**src/rtl/uart_reg_bridge_if.sv**
```systemverilog
// Bus bundle between the UART byte port, the internal register bus and
// the bridge status outputs.
interface uart_reg_bridge_if;
  logic       uart_valid;
  logic [7:0] uart_rx_data;
  logic       uart_read;
  logic       uart_busy;
  logic       uart_write;
  logic [7:0] uart_tx_data;
  logic [7:0] reg_addr;
  logic [7:0] reg_wdata;
  logic       reg_we;
  logic       reg_re;
  logic [7:0] reg_rdata;
  logic       frame_active;
  logic [7:0] error_count;

  modport master (
    input  uart_valid, uart_rx_data, uart_busy, reg_rdata,
    output uart_read, uart_write, uart_tx_data, reg_addr, reg_wdata,
           reg_we, reg_re, frame_active, error_count
  );

  modport slave (
    output uart_valid, uart_rx_data, uart_busy, reg_rdata,
    input  uart_read, uart_write, uart_tx_data, reg_addr, reg_wdata,
           reg_we, reg_re, frame_active, error_count
  );
endinterface

```
**src/rtl/uart_reg_bridge.sv**
```systemverilog
// UART command bridge: parses 'W' addr data / 'R' addr frames, drives the
// register bus and returns a single response byte.
module uart_reg_bridge #(
  parameter logic [15:0] TIMEOUT = 16'd50000
) (
  input logic               clk,
  input logic               reset,
  uart_reg_bridge_if.master bus
);

  localparam logic [2:0] IDLE     = 3'd0;
  localparam logic [2:0] GET_ADDR = 3'd1;
  localparam logic [2:0] GET_DATA = 3'd2;
  localparam logic [2:0] REG_WR   = 3'd3;
  localparam logic [2:0] REG_RD   = 3'd4;
  localparam logic [2:0] RD_WAIT  = 3'd5;
  localparam logic [2:0] SEND     = 3'd6;

  localparam logic [7:0] CMD_W  = 8'h57;
  localparam logic [7:0] CMD_R  = 8'h52;
  localparam logic [7:0] RSP_OK = 8'h4B;
  localparam logic [7:0] RSP_NG = 8'h3F;

  logic [2:0]  state_q, state_d;
  logic [15:0] tmo_q, tmo_d;
  logic [7:0]  err_q, err_d;
  logic [7:0]  addr_q, addr_d;
  logic [7:0]  wdata_q, wdata_d;
  logic [7:0]  tx_q, tx_d;
  logic        is_wr_q, is_wr_d;
  logic        rd_last_q;
  logic        intake, tmo_hit, take, err_inc;

  function automatic logic [7:0] sat_inc(input logic [7:0] v);
    return (v == 8'hFF) ? v : v + 8'd1;
  endfunction

  assign intake  = (state_q == IDLE) || (state_q == GET_ADDR) || (state_q == GET_DATA);
  assign tmo_hit = ((state_q == GET_ADDR) || (state_q == GET_DATA)) && (tmo_q == TIMEOUT);
  // rd_last_q keeps uart_read from firing back-to-back while the UART updates uart_valid.
  assign take    = intake && bus.uart_valid && !rd_last_q && !tmo_hit && !reset;

  // Frame parser, timeout counter and response selection.
  always_comb begin
    state_d = state_q;
    tmo_d   = tmo_q;
    addr_d  = addr_q;
    wdata_d = wdata_q;
    tx_d    = tx_q;
    is_wr_d = is_wr_q;
    err_inc = 1'b0;
    case (state_q)
      IDLE: begin
        if (take) begin
          if (bus.uart_rx_data == CMD_W || bus.uart_rx_data == CMD_R) begin
            is_wr_d = (bus.uart_rx_data == CMD_W);
            tmo_d   = 16'd0;
            state_d = GET_ADDR;
          end else begin
            tx_d    = RSP_NG;
            err_inc = 1'b1;
            state_d = SEND;
          end
        end
      end
      GET_ADDR: begin
        if (tmo_hit) begin
          err_inc = 1'b1;
          state_d = IDLE;
        end else if (take) begin
          addr_d  = bus.uart_rx_data;
          tmo_d   = 16'd0;
          state_d = is_wr_q ? GET_DATA : REG_RD;
        end else begin
          tmo_d = tmo_q + 16'd1;
        end
      end
      GET_DATA: begin
        if (tmo_hit) begin
          err_inc = 1'b1;
          state_d = IDLE;
        end else if (take) begin
          wdata_d = bus.uart_rx_data;
          tmo_d   = 16'd0;
          state_d = REG_WR;
        end else begin
          tmo_d = tmo_q + 16'd1;
        end
      end
      REG_WR: begin
        tx_d    = RSP_OK;
        state_d = SEND;
      end
      REG_RD:  state_d = RD_WAIT;
      RD_WAIT: begin
        tx_d    = bus.reg_rdata;
        state_d = SEND;
      end
      SEND: begin
        if (!bus.uart_busy) state_d = IDLE;
      end
      default: state_d = IDLE;
    endcase
    err_d = err_inc ? sat_inc(err_q) : err_q;
  end

  // State and datapath registers; reset discards any partial frame.
  always_ff @(posedge clk) begin
    if (reset) begin
      state_q   <= IDLE;
      tmo_q     <= 16'd0;
      err_q     <= 8'd0;
      addr_q    <= 8'd0;
      wdata_q   <= 8'd0;
      tx_q      <= 8'd0;
      is_wr_q   <= 1'b0;
      rd_last_q <= 1'b0;
    end else begin
      state_q   <= state_d;
      tmo_q     <= tmo_d;
      err_q     <= err_d;
      addr_q    <= addr_d;
      wdata_q   <= wdata_d;
      tx_q      <= tx_d;
      is_wr_q   <= is_wr_d;
      rd_last_q <= take;
    end
  end

  assign bus.uart_read    = take;
  assign bus.uart_write   = (state_q == SEND) && !bus.uart_busy && !reset;
  assign bus.reg_we       = (state_q == REG_WR) && !reset;
  assign bus.reg_re       = (state_q == REG_RD) && !reset;
  assign bus.uart_tx_data = tx_q;
  assign bus.reg_addr     = addr_q;
  assign bus.reg_wdata    = wdata_q;
  assign bus.frame_active = (state_q != IDLE);
  assign bus.error_count  = err_q;

endmodule

```
**src/flat_wrapper.sv**
```systemverilog
// flat-port wrapper written by rule: the top's interface ports become plain ports
module uart_reg_bridge_flat 
#(
  parameter logic [15:0] TIMEOUT = 16'd50000
)
  (clk, reset, bus_uart_valid, bus_uart_rx_data, bus_uart_busy, bus_reg_rdata, bus_uart_read, bus_uart_write, bus_uart_tx_data, bus_reg_addr, bus_reg_wdata, bus_reg_we, bus_reg_re, bus_frame_active, bus_error_count);
  uart_reg_bridge_if bus_i ();
  input logic clk;
  input logic reset;
  input wire logic [$bits(bus_i.uart_valid)-1:0] bus_uart_valid;
  input wire logic [$bits(bus_i.uart_rx_data)-1:0] bus_uart_rx_data;
  input wire logic [$bits(bus_i.uart_busy)-1:0] bus_uart_busy;
  input wire logic [$bits(bus_i.reg_rdata)-1:0] bus_reg_rdata;
  output wire logic [$bits(bus_i.uart_read)-1:0] bus_uart_read;
  output wire logic [$bits(bus_i.uart_write)-1:0] bus_uart_write;
  output wire logic [$bits(bus_i.uart_tx_data)-1:0] bus_uart_tx_data;
  output wire logic [$bits(bus_i.reg_addr)-1:0] bus_reg_addr;
  output wire logic [$bits(bus_i.reg_wdata)-1:0] bus_reg_wdata;
  output wire logic [$bits(bus_i.reg_we)-1:0] bus_reg_we;
  output wire logic [$bits(bus_i.reg_re)-1:0] bus_reg_re;
  output wire logic [$bits(bus_i.frame_active)-1:0] bus_frame_active;
  output wire logic [$bits(bus_i.error_count)-1:0] bus_error_count;
  assign bus_i.uart_valid = bus_uart_valid;
  assign bus_i.uart_rx_data = bus_uart_rx_data;
  assign bus_i.uart_busy = bus_uart_busy;
  assign bus_i.reg_rdata = bus_reg_rdata;
  assign bus_uart_read = bus_i.uart_read;
  assign bus_uart_write = bus_i.uart_write;
  assign bus_uart_tx_data = bus_i.uart_tx_data;
  assign bus_reg_addr = bus_i.reg_addr;
  assign bus_reg_wdata = bus_i.reg_wdata;
  assign bus_reg_we = bus_i.reg_we;
  assign bus_reg_re = bus_i.reg_re;
  assign bus_frame_active = bus_i.frame_active;
  assign bus_error_count = bus_i.error_count;
  uart_reg_bridge #(.TIMEOUT(TIMEOUT)) u_core (.clk(clk), .reset(reset), .bus(bus_i));
endmodule
```
**config.mk**
```make
export PLATFORM = sky130hd
export DESIGN_NAME = uart_reg_bridge_flat
export DESIGN_NICKNAME = d
export VERILOG_FILES = /design/src/rtl/uart_reg_bridge_if.sv /design/src/rtl/uart_reg_bridge.sv /design/src/flat_wrapper.sv
export SDC_FILE = /design/constraint.sdc
export NUM_CORES = 1
export LEC_CHECK = 0
export ABC_CLOCK_PERIOD_IN_PS = 1630
export CORE_ASPECT_RATIO = 1.25
export CORE_MARGIN = 1
export CORE_UTILIZATION = 25
export DETAILED_ROUTE_END_ITERATION = 12
export PLACE_DENSITY_LB_ADDON = 0.08
export SYNTH_ARGS = -nofsm -noshare
export SYNTH_HDL_FRONTEND = slang
export SYNTH_SLANG_ARGS = --single-unit
```
**constraint.sdc**
```tcl
create_clock -name clk -period 1.63 [get_ports clk]
set_input_delay 0.163 -clock clk [delete_from_list [all_inputs] [get_ports clk]]
set_output_delay 0.163 -clock clk [all_outputs]
set_load 0.02 [all_outputs]
```
==> results_dict.tcl <==
set metrics [dict create \
    status "finished, violations left" \
    violations "negative setup slack" \
    cts-hold-fix-buffers 0 \
    die_x_um 94.4 \
    dr_wl_met2_mm 3.77 \
    clk_latency_ns 0.30 \
    switchingPower_mw 1.08 \
    rsz0062_at_grt "true" \
    synthTopCellsByArea "dfxtp_1 40%, nor2_1 7.7%, mux2i_1 7.5%" \
    wl_per_cell_um 13.8 \
    tightest_slew_ns 0.431 \
    switching_share 0.301 \
    area_delta_synth_final_pct 61.1 \
    synth.avg_cell_area_um2 9.01 \
    grt-ovfl-total 0 \
    power-per-cell-area_nw_per_um2 841 \
    fin_crit_sh 1.13 \
    grt_pass1_vias 2568 \
    initial_core_util 0.261 \
    synth_top_area_share 0.398 \
    die_h_um 117 \
    grt_max_degree 30 \
    synth_cell_type_count 58 \
    seqPwrFrac 0.394 \
    num_vias 2552 \
    seq_area_frac_synth 0.398 \
    relSlewSlack 0.713 \
    synth_common_cells "55 x nor2_1, 53 x dfxtp_1, 20 x mux2i_1" \
    grt_use_total 0.144 \
    clock_skew_ns 0.00837 \
    antenna_found_initial 0 \
    start_kind "register" \
    p_comb_frac 0.316 \
    ys.flop_type "dfxtp_1" \
    cts_buffers 5 \
    ys_ff_latch 53 \
    syn_area_um2 2670 \
    clockRootBuffer "clkbuf_16" \
    utilization 0.421 \
    syn_nets 319 \
    cts_tree "yes" \
    fmax_mhz 543 \
    power_mw 3.61 \
    num_antenna_cells 0 \
    leakagePower_nw 1.82 \
    route.met3.wl_um 260 \
    holdPathStages 3 \
    power_frac_clock 0.290 \
    fin_ws_ns -0.213 \
    critPathMaxFanout 4 \
    slew_viol_final 0 \
    setup_viol 45 \
    first_pass_iters 4 \
    place_hpwl_mm 5.63 \
    worst_setup_path_end_kind "register" \
    criticalPathCategory "register to register" \
    nets 444 \
    ant_nets 0 \
    yosys_warnings 0 \
    synthCells 296 \
    multi_input_area_um2 1700 \
    grt_pass1_wl_mm 12.4 \
    synth-edff-count 0 \
    h-tree-depth 2 \
    fin_crit_ns 1.84 \
    fillers 1050 \
    critPathRequiredTime_ns 1.80 \
    hp-class "input pin to register" \
    row_count 41 \
    drive_above_1_share 0.339 \
    seq_area_um2 1070 \
    routedLengthMet1_mm 3.37 \
    place_congestion 0.751 \
    core_area_um2 10200 \
    ir_worst_vdd_uv 382 \
    pre_cts_ws_ns -0.429 \
    timing.hold.ws_ns 0.255 \
    setup-tns-final_ns -3.97 \
    top_layer "met4" \
    synth_area_leader_cell "dfxtp_1" \
    maxCapViolations 0 \
    finalWirelength_mm 7.58 \
    finalHoldViolCount 0 \
    p_int_mw 2.52 \
    cts_sinks 53 \
    pin_count 57 \
    die_area_um2 11100 \
    io_buffers 56 \
    viasPerCell 4.63 \
    postSynth.asyncResetShare 0 \
    clock_path_buffers 2 \
    crit_arrival_ns 2.02 \
    reg2reg_depth 9 \
    drt_iter0_markers 53 \
    path_clk_slew_ns 0.07 \
    drcViolationCount 0 \
    synth_most_common_cell "nor2_1" \
]
[flip-flops by register name (all words and copies together) (netlist names)]
name / flops
u_core.bus.error_count: 8
u_core.bus.reg_addr: 8
u_core.bus.reg_wdata: 8
u_core.bus.uart_tx_data: 8
u_core.is_wr_q: 1
u_core.rd_last_q: 1
u_core.state_q: 3
u_core.tmo_q: 16
[cells by family after synthesis]
family                     share of synthesized area
AOI/OAI and AO/OA                              0.130
muxes                                         0.0751
and+or+nand+nor                                0.301
adders and majority gates                     0.0141
xor gates and xnor gates                      0.0493
buffers and inverters                         0.0319
DFF                                            0.398
[power by group through the flow]
stage | registers, mW | logic, mW | clock network, mW
floorplan | 1.48 | 0.500 | 0
global placement | 1.44 | 1.03 | 0
detailed placement | 1.44 | 1.02 | 0
CTS | 1.41 | 1.09 | 1.10
global route | 1.43 | 1.25 | 1.14
finish | 1.42 | 1.14 | 1.05
[final timing paths]
kind,start,end,slack [ns]
max,u_core.tmo_q[0],u_core.is_wr_q,-0.21
min,reset,u_core.bus.reg_addr[6],0.25
max reg2reg,u_core.tmo_q[0],u_core.is_wr_q,-0.21
min reg2reg,u_core.bus.reg_wdata[5],u_core.bus.reg_wdata[5],0.50
[area by class of cell]
class | instances | share of cell area
Sequential cell | 53 | 0.249
Timing Repair Buffer | 131 | 0.279
Clock buffer | 8 | 0.0318
Multi-Input combinational cell | 223 | 0.397
Tap cell | 129 | 0.0376
Inverter | 7 | 0.00612
[metal layers]
| metal | GRT usage | vias up |
|---|---|---|
| met3 | 0.0304 | 12 |
| met5 | 0 | - |
| li1 | - | 1304 |
| met2 | 0.241 | 47 |
| met1 | 0.174 | 1189 |
| met4 | 0.0625 | 0 |
[stage by stage]
stage	instance area, um^2	instances
floorplan	2720	296
global placement	3920	539
detailed placement	3920	539
CTS	4170	550
global route	4290	551
finish	4290	551
[worst max-delay path: stages, from the launching register on]
cell	delay, ns
dfxtp_2	0.34
inv_2	0.04
ha_4	0.15
and4bb_2	0.24
nand4_4	0.09
nor2_4	0.06
buf_6	0.12
or4b_4	0.47
mux2i_1	0.16
nor2_1	0.05
[cells in the final DEF, fill, tap and decap left out, types with 4 or more instances in the layout]
cell type        netlist  routed
and3_1                 4       4
mux2i_1               20      20
dfxtp_2                0       4
dlygate4sd2_1          0       6
buf_6                  0      13
o21ai_0               10       7
buf_4                  1      58
clkbuf_16              0       5
nor2_4                 1       4
xor2_1                 8       8
a21oi_1               10      10
nand2b_1               7       5
nor2_2                 0       7
clkdlybuf4s50_1        0      42
nor2_1                55      45
xnor2_1                7       7
inv_1                  7       5
dfxtp_1               53      48
o211ai_1               5       5
nand3_1                5       5
and2_1                 4       4
nor3_2                 2       8
nand2_1               11      11
nor3_1                17      10
[repair_timing]
action	in CTS	in global routing
buffers inserted	3	1
hold endpoints to repair	0	0
gates cloned	0	0
resized for setup	44	36
endpoints found under the setup margin	57	57
pin swaps	28	17
Note: power is estimated with default switching activity, not from simulation.
